## src/rtl/bht_sat_predictor_pkg.sv

```systemverilog
// bht_sat_predictor_pkg: shared types and geometry helpers for the branch history table
package bht_sat_predictor_pkg;
  typedef struct packed {
    logic [31:0] BHTEntries;
    logic        RVC;
  } bht_cfg_t;
  typedef struct packed {
    logic       valid;
    logic [1:0] cnt;
  } bht_entry_t;
  typedef struct packed {
    logic valid;
    logic taken;
  } bht_prediction_t;
  localparam bht_entry_t BHT_RESET = '{valid: 1'b0, cnt: 2'b01};
  function automatic int instr_per_fetch(input bht_cfg_t c);
    return c.RVC ? 2 : 1;
  endfunction
  function automatic int nr_rows(input bht_cfg_t c);
    return int'(c.BHTEntries) / instr_per_fetch(c);
  endfunction
  function automatic int index_bits(input bht_cfg_t c);
    return $clog2(nr_rows(c));
  endfunction
  function automatic int row_addr_bits(input bht_cfg_t c);
    return $clog2(instr_per_fetch(c));
  endfunction
endpackage

```

## src/rtl/bht_sat_predictor_sat_counter2_update.sv

```systemverilog
// sat_counter2_update: next entry for a trained branch, weak-init when invalid, saturating otherwise
module sat_counter2_update
  import bht_sat_predictor_pkg::*;
(
  input  bht_entry_t cur,
  input  logic       taken,
  output bht_entry_t nxt
);
  assign nxt.valid = 1'b1;
  assign nxt.cnt = !cur.valid ? (taken ? 2'b10 : 2'b01) :
                   taken ? ((cur.cnt == 2'b11) ? 2'b11 : cur.cnt + 2'd1) :
                           ((cur.cnt == 2'b00) ? 2'b00 : cur.cnt - 2'd1);
endmodule

```

## src/rtl/bht_sat_predictor.sv

```systemverilog
// bht_sat_predictor: per-slot 2-bit saturating branch history table indexed by fetch PC
module bht_sat_predictor
  import bht_sat_predictor_pkg::*;
#(
  parameter int VLEN            = 32,
  parameter int BHT_ENTRIES     = 32,
  parameter int INSTR_PER_FETCH = 2
) (
  input  logic                       clk_i,
  input  logic                       rst_i,
  input  logic                       flush_bp_i,
  input  logic                       debug_mode_i,
  input  logic [VLEN-1:0]            vpc_i,
  input  logic                       bht_update_valid_i,
  input  logic [VLEN-1:0]            bht_update_pc_i,
  input  logic                       bht_update_taken_i,
  output logic [INSTR_PER_FETCH-1:0] bht_prediction_valid_o,
  output logic [INSTR_PER_FETCH-1:0] bht_prediction_taken_o
);
  localparam bht_cfg_t CFG = '{BHTEntries: BHT_ENTRIES, RVC: (INSTR_PER_FETCH > 1)};
  localparam int NR_ROWS       = nr_rows(CFG);
  localparam int INDEX_BITS    = index_bits(CFG);
  localparam int ROW_ADDR_BITS = row_addr_bits(CFG);
  localparam int SLOT_W        = (ROW_ADDR_BITS > 0) ? ROW_ADDR_BITS : 1;
  localparam int ROW_LSB       = 1 + ROW_ADDR_BITS;
  localparam int TOP_LSB       = ROW_LSB + INDEX_BITS;
  bht_entry_t                mem [NR_ROWS][INSTR_PER_FETCH];
  bht_entry_t                cur, nxt;
  bht_prediction_t           pred [INSTR_PER_FETCH];
  logic [INDEX_BITS-1:0]     rd_row, wr_row;
  logic [SLOT_W-1:0]         wr_slot;
  logic                      upd_en;
  logic                      unused_pc;
  assign rd_row    = vpc_i[ROW_LSB +: INDEX_BITS];
  assign wr_row    = bht_update_pc_i[ROW_LSB +: INDEX_BITS];
  assign wr_slot   = (ROW_ADDR_BITS > 0) ? bht_update_pc_i[1 +: SLOT_W] : '0;
  assign upd_en    = bht_update_valid_i & ~debug_mode_i;
  assign cur       = mem[wr_row][wr_slot];
  assign unused_pc = ^{vpc_i[VLEN-1:TOP_LSB], vpc_i[ROW_LSB-1:0],
                       bht_update_pc_i[VLEN-1:TOP_LSB], bht_update_pc_i[0]};
  sat_counter2_update u_upd (
    .cur  (cur),
    .taken(bht_update_taken_i),
    .nxt  (nxt)
  );
  // reset beats flush beats training; only the addressed slot is written
  always_ff @(posedge clk_i) begin
    if (rst_i) begin
      for (int r = 0; r < NR_ROWS; r++)
        for (int s = 0; s < INSTR_PER_FETCH; s++)
          mem[r][s] <= BHT_RESET;
    end else if (flush_bp_i) begin
      for (int r = 0; r < NR_ROWS; r++)
        for (int s = 0; s < INSTR_PER_FETCH; s++)
          mem[r][s].valid <= 1'b0;
    end else if (upd_en) begin
      mem[wr_row][wr_slot] <= nxt;
    end
  end
  for (genvar s = 0; s < INSTR_PER_FETCH; s++) begin : g_slot
    assign pred[s].valid             = mem[rd_row][s].valid;
    assign pred[s].taken             = mem[rd_row][s].valid & mem[rd_row][s].cnt[1];
    assign bht_prediction_valid_o[s] = pred[s].valid;
    assign bht_prediction_taken_o[s] = pred[s].taken;
  end
endmodule
```

## config.mk

```make
export PLATFORM = sky130hd
export DESIGN_NAME = bht_sat_predictor
export DESIGN_NICKNAME = d
export VERILOG_FILES = /design/src/rtl/bht_sat_predictor_pkg.sv /design/src/rtl/bht_sat_predictor_sat_counter2_update.sv /design/src/rtl/bht_sat_predictor.sv
export SDC_FILE = /design/constraint.sdc
export NUM_CORES = 1
export LEC_CHECK = 0
export ABC_CLOCK_PERIOD_IN_PS = 10800
export CORE_MARGIN = 2
export CORE_UTILIZATION = 35
export CTS_CLUSTER_SIZE = 16
export DETAILED_ROUTE_END_ITERATION = 7
export HOLD_SLACK_MARGIN = 0.03
export REMOVE_ABC_BUFFERS = 1
export SYNTH_ARGS = -nofsm -noshare
export SYNTH_HDL_FRONTEND = slang
export SYNTH_SLANG_ARGS = --single-unit
export TNS_END_PERCENT = 10
```

## constraint.sdc

```tcl
create_clock -name clk_i -period 10.8 [get_ports clk_i]
set_input_delay 3.24 -clock clk_i [delete_from_list [all_inputs] [get_ports clk_i]]
set_output_delay 3.24 -clock clk_i [all_outputs]
set_load 0.05 [all_outputs]
```

# ---- Word-level counts from Yosys, hierarchy flattened
# Memory sizes are Yosys's and may differ from the RTL's.
# Index checks and enable logic that the tools add are counted.
dict set report word_totals {
  reg_bits 0
  ram_bits 96
  input_bits 70
  out_inout_bits 4
  wordCells 100
  mem_count 1
}
dict set report classes {
  addsub 2
  magnitude_cmp 2
  n_eq_ne 1
  n_mux 54
  bitwise_logic 37
  n_reduce_logical 3
}
# memory words width read_ports rd_clocked_by_memory_dff write_ports line_no
set memory_table {}
lappend memory_table {mem 16 6 2 0 16 bht_sat_predictor.sv:27} ;# bht_entry_t mem [NR_ROWS][INSTR_PER_FETCH];
# cell count
set ops {}
lappend ops {{1-bit 2-to-1 mux} 40}
lappend ops {{1-bit OR} 32}
lappend ops {{6-bit 2-to-1 mux} 3}
lappend ops {{3-bit 2-to-1 mux} 4}
lappend ops {{2-bit 2-to-1 mux} 5}
lappend ops {{6-bit OR reduction} 1}
lappend ops {{4-bit 2-to-1 mux} 1}
lappend ops {{1-bit bitwise AND} 3}
lappend ops {{3-bit demux with 1-bit select} 1}
lappend ops {{2-bit by 1-bit adder with 2-bit output, second input constant} 1}
lappend ops {{2-bit equality test, second input constant} 1}
lappend ops {{2-bit >= comparator, second input constant} 1}
lappend ops {{2-bit zero test} 1}
lappend ops {{2-bit by 1-bit less-than comparator with 1-bit output, second input constant} 1}
lappend ops {{1-bit NOT with 2-bit output} 1}
lappend ops {{2-bit by 1-bit subtractor with 2-bit output, second input constant} 1}
lappend ops {{1-bit logical AND} 1}
lappend ops {{1-bit NOT} 1}

# ---- Depth between registers and ports, before layout
dict set report logic_depth {
  ltp_word 9
  depth_mapped 12
  mapped_depth_nobuf 7
}

# ---- By module
# From an unflattened synthesis, not the netlist that was laid out.
dict set report hier_totals {
  cells_unflattened 432
  hier_area_um2 5572.8
}
# module instances cells_each area_each_um2 seq_area_each_um2
set modules_own_cells {}
lappend modules_own_cells {bht_sat_predictor 1 421 5512.8 2882.8}
lappend modules_own_cells {sat_counter2_update 1 11 60.1 0.0}

# ---- Worst setup path before layout
# Ideal clock, no wire load.
dict set report synth_timing {
  path_kind {input-to-output}
  startpoint {in vpc_i[2]}
  endpoint {out bht_prediction_taken_o[0]}
  t_arrival_ps 5254
  required_time_ps 7560
  setup_slack_ps 2306
  cell_stages 5
  path_buffers 2
  cell_sequence {clkbuf_1 buf_2 mux4_2 mux4_2 and2_1}
}
dict set report synth_via {
  elab_chain_len 2
}
# element line_no
set synth_rtl {}
lappend synth_rtl {{start, declared} bht_sat_predictor.sv:13} ;# input logic [VLEN-1:0] vpc_i,
lappend synth_rtl {{memory read 16 x 6 bit} -}
lappend synth_rtl {{via bht_prediction_valid_o[0]} bht_sat_predictor.sv:17} ;# output logic [INSTR_PER_FETCH-1:0] bht_prediction_valid_o,
lappend synth_rtl {{1-bit bitwise AND} bht_sat_predictor.sv:62} ;# assign pred[s].taken = mem[rd_row][s].valid & mem[rd_row][s].cnt[1];
lappend synth_rtl {{end, declared} bht_sat_predictor.sv:18} ;# output logic [INSTR_PER_FETCH-1:0] bht_prediction_taken_o
# The timed path passes the listed nets, and every way through them passes these cells.

# ---- Worst setup path after layout
dict set report layout_timing {
  startpoint {in vpc_i[3]}
  endpoint {out bht_prediction_taken_o[0]}
}
dict set report layout_via {
  elab_chain_len 2
}
# element line_no
set layout_rtl {}
lappend layout_rtl {{memory read 16 x 6 bit} -}
lappend layout_rtl {{1-bit bitwise AND} bht_sat_predictor.sv:62}
# No other way between the ends.

==> results.json <==
{
  "status": "complete, no violations",
  "ios": 74,
  "grt_max_degree": 49,
  "chipWidth_um": 125,
  "reg2reg_from": "mem[8][4]",
  "final_cells": 632,
  "p_per_area_nw_per_um2": 140,
  "dieArea_sq_um": 15600,
  "start_util_pct": 35.5,
  "ir_worst_vdd_mv": 0.0803,
  "crit_buf_inv": 2,
  "crit_arrival_ns": 6.26,
  "setup_viol": 0,
  "cts.sinks": 96,
  "syn_to_final_growth_pct": 9.84,
  "netlist_instances": 443,
  "clockBufferDepth": 2,
  "synthArstFlopShare_pct": 0,
  "grt_pass1_vias": 3457,
  "holdCritPathClass": "flop to flop",
  "chipHeight_um": 125,
  "whs_ns": 0.456,
  "hold_buffers": 0,
  "cts_buffers": 9,
  "cts_root_buf": "clkbuf_16",
  "yosysTopAreaCell": "edfxtp_1",
  "port_buffers": 18,
  "p_leak_uw": 0.00202,
  "synth_commonest_cells": "nand2_1 (91), edfxtp_1 (64), nor2_1 (39), mux4_2 (35), dfxtp_1 (32)",
  "cp_slowest_stage_delay_ns": 1.02,
  "drive_gt1_share_pct": 17.9,
  "first_pass_iters": 5,
  "core_sq_um": 14400,
  "post_drt_wl_per_cell_um": 19.4,
  "clk_latency_ns": 0.34,
  "finalCritPeriodShare_pct": 88.0,
  "crit_fanout": 12,
  "timing.hold.worst.start": "mem[8][2]",
  "remaining_drc_errors": 0,
  "crit_chain": "clkdlybuf4s50_1 -> mux4_2 -> mux4_2 -> and2_1 -> clkdlybuf4s50_1",
  "drt-total-wl_um": 12200,
  "antenna_found_initial": 0,
  "fin_area_sq_um": 5630,
  "largest_reg_flops": 96,
  "ys_types": 48,
  "crit_start": "vpc_i[3]",
  "slew_violations": 0,
  "grt_pass1_wl_um": 19400,
  "yosysSeqAreaShare_pct": 50.0,
  "antenna_left": 0,
  "nFillCells": 1407,
  "endpoint_kind": "output pin",
  "synth.most_common_cell": "nand2_1",
  "cts_setup_buffers": 0,
  "vias": 3543,
  "reg.largest.list": "mem: 96 flops",
  "synthFlopType": "edfxtp_1",
  "synth_warnings": 0,
  "clkTransAtPathRegs_ns": 0.06,
  "cp.required_ns": 7.56,
  "drt_iter0_drc": 317,
  "postSynthAreaPerCell_sq_um": 11.6,
  "cp_top_family": "buffers and inverters",
  "worst_slew_pin_slew_ns": 0.885,
  "synth_edf_count": 64,
  "cpMaxStageDelayCell": "clkdlybuf4s50_1",
  "cts_resized": 0,
  "syn_area_sq_um": 5130,
  "htreeDepth": 3,
  "place_hpwl_um": 8590,
  "final-hold-violation-count": 0,
  "fin_nets": 513,
  "synth.top_cell.area_share_pct": 37.5,
  "clock-skew-final_ns": 0.00809,
  "routabilityCongestion": 0.839,
  "row_count": 44,
  "setup_tns_ns": 0,
  "layout_min_cycle_time_ns": 9.50,
  "synth_seq_cells": 96,
  "regMostFlops": "mem",
  "fmax_mhz": 105,
  "dp_cells": 616,
  "critPathLaunchType": "input pin",
  "synthTopCellsByArea": "edfxtp_1 (37%), mux4_2 (15%), dfxtp_1 (12%), nand2_1 (6.7%), mux2i_1 (2.9%)",
  "n_antenna_cell": 0,
  "rsz0062_at_grt": "false",
  "grt_overflow": 0,
  "path_class": "input pin to output pin",
  "slew-limit-headroom_pct": 41.0,
  "cts_tree": "done",
  "grt_usage_pct": 16.0,
  "viasPerCell": 5.61,
  "max-cap-violations": 0,
  "postPlaceCellArea_sq_um": 5370
}
-- layer usage --
layer	part of all wire [%]	GRT usage (%)
met5	0	0
met4	1.5	4.77
met3	4.6	3.21
met2	48	25.8
met1	45	21.9
-- power by group --
group	switching, uW	internal [uW]
Combinational	56.6	32.6
Sequential	4.30	402
Clock	129	163
-- tightest hold or removal path: stages (launching register included) --
cell and delay (ns):
dfxtp_1 0.32, nand2_1 0.06, nand2_1 0.04
-- layout by cell type (no fill, tap or decap), drive strengths merged, types with 2 or more instances in the layout --
master | synthesis | routed
nand2 | 91 | 91
edfxtp | 64 | 64
nor2 | 39 | 39
mux4 | 35 | 35
o21ai | 34 | 34
dfxtp | 32 | 32
clkdlybuf4s50 | 0 | 17
nor3 | 17 | 17
mux2i | 15 | 15
clkbuf | 19 | 15
a21o | 11 | 11
buf | 19 | 10
nor2b | 9 | 9
nand3 | 8 | 8
nand2b | 6 | 6
a21oi | 5 | 5
inv | 3 | 3
and2 | 3 | 3
a22oi | 3 | 3
a22o | 3 | 3
a211oi | 3 | 3
o31ai | 3 | 3
or2 | 2 | 2
nand3b | 2 | 2
o22ai | 2 | 2
o221ai | 2 | 2
-- kinds of logic (layout without fill, tap and decap cells) --
family,count (synthesis),count (layout),share of synthesized area [%]
buffers and inverters,41,46,4.78
AO/OA/AOI/OAI,72,72,9.74
flip-flops,96,96,50.0
AND/OR/NAND/NOR,183,183,17.0
multiplexers,51,51,18.5
-- per-stage QoR --
stage          setup WS [ns]  utilization (%)  power [uW]
2_1_floorplan           2.85                -         463
4_1_cts                 1.37             39.0         790
6_report                1.30             39.0         787
5_1_grt                 1.27             39.0         814
3_5_place_dp            1.39             37.2         503
3_3_place_gp            1.40             37.2         501
-- path summary, 6_finish.rpt --
path / endpoint / slack [ns] / depth (start not counted)
worst max-delay path: bht_prediction_taken_o[0] / 1.30 / 5
worst min-delay path: mem[8][2] / 0.46 / 2
worst max register to register: mem[4][4] / 7.52 / 8
worst min register to register: mem[8][2] / 0.46 / 2
-- area by class of cell --
type	count	area, sq um	area share, %
Tap cell	184	230	4.09
Clock buffer	15	258	4.58
Timing Repair Buffer	27	243	4.31
Clock inverter	1	5.00	0.0889
Sequential cell	96	2560	45.5
Multi-Input combinational cell	306	2320	41.2
Inverter	3	11.3	0.200
(Power assumes the default switching activity.)
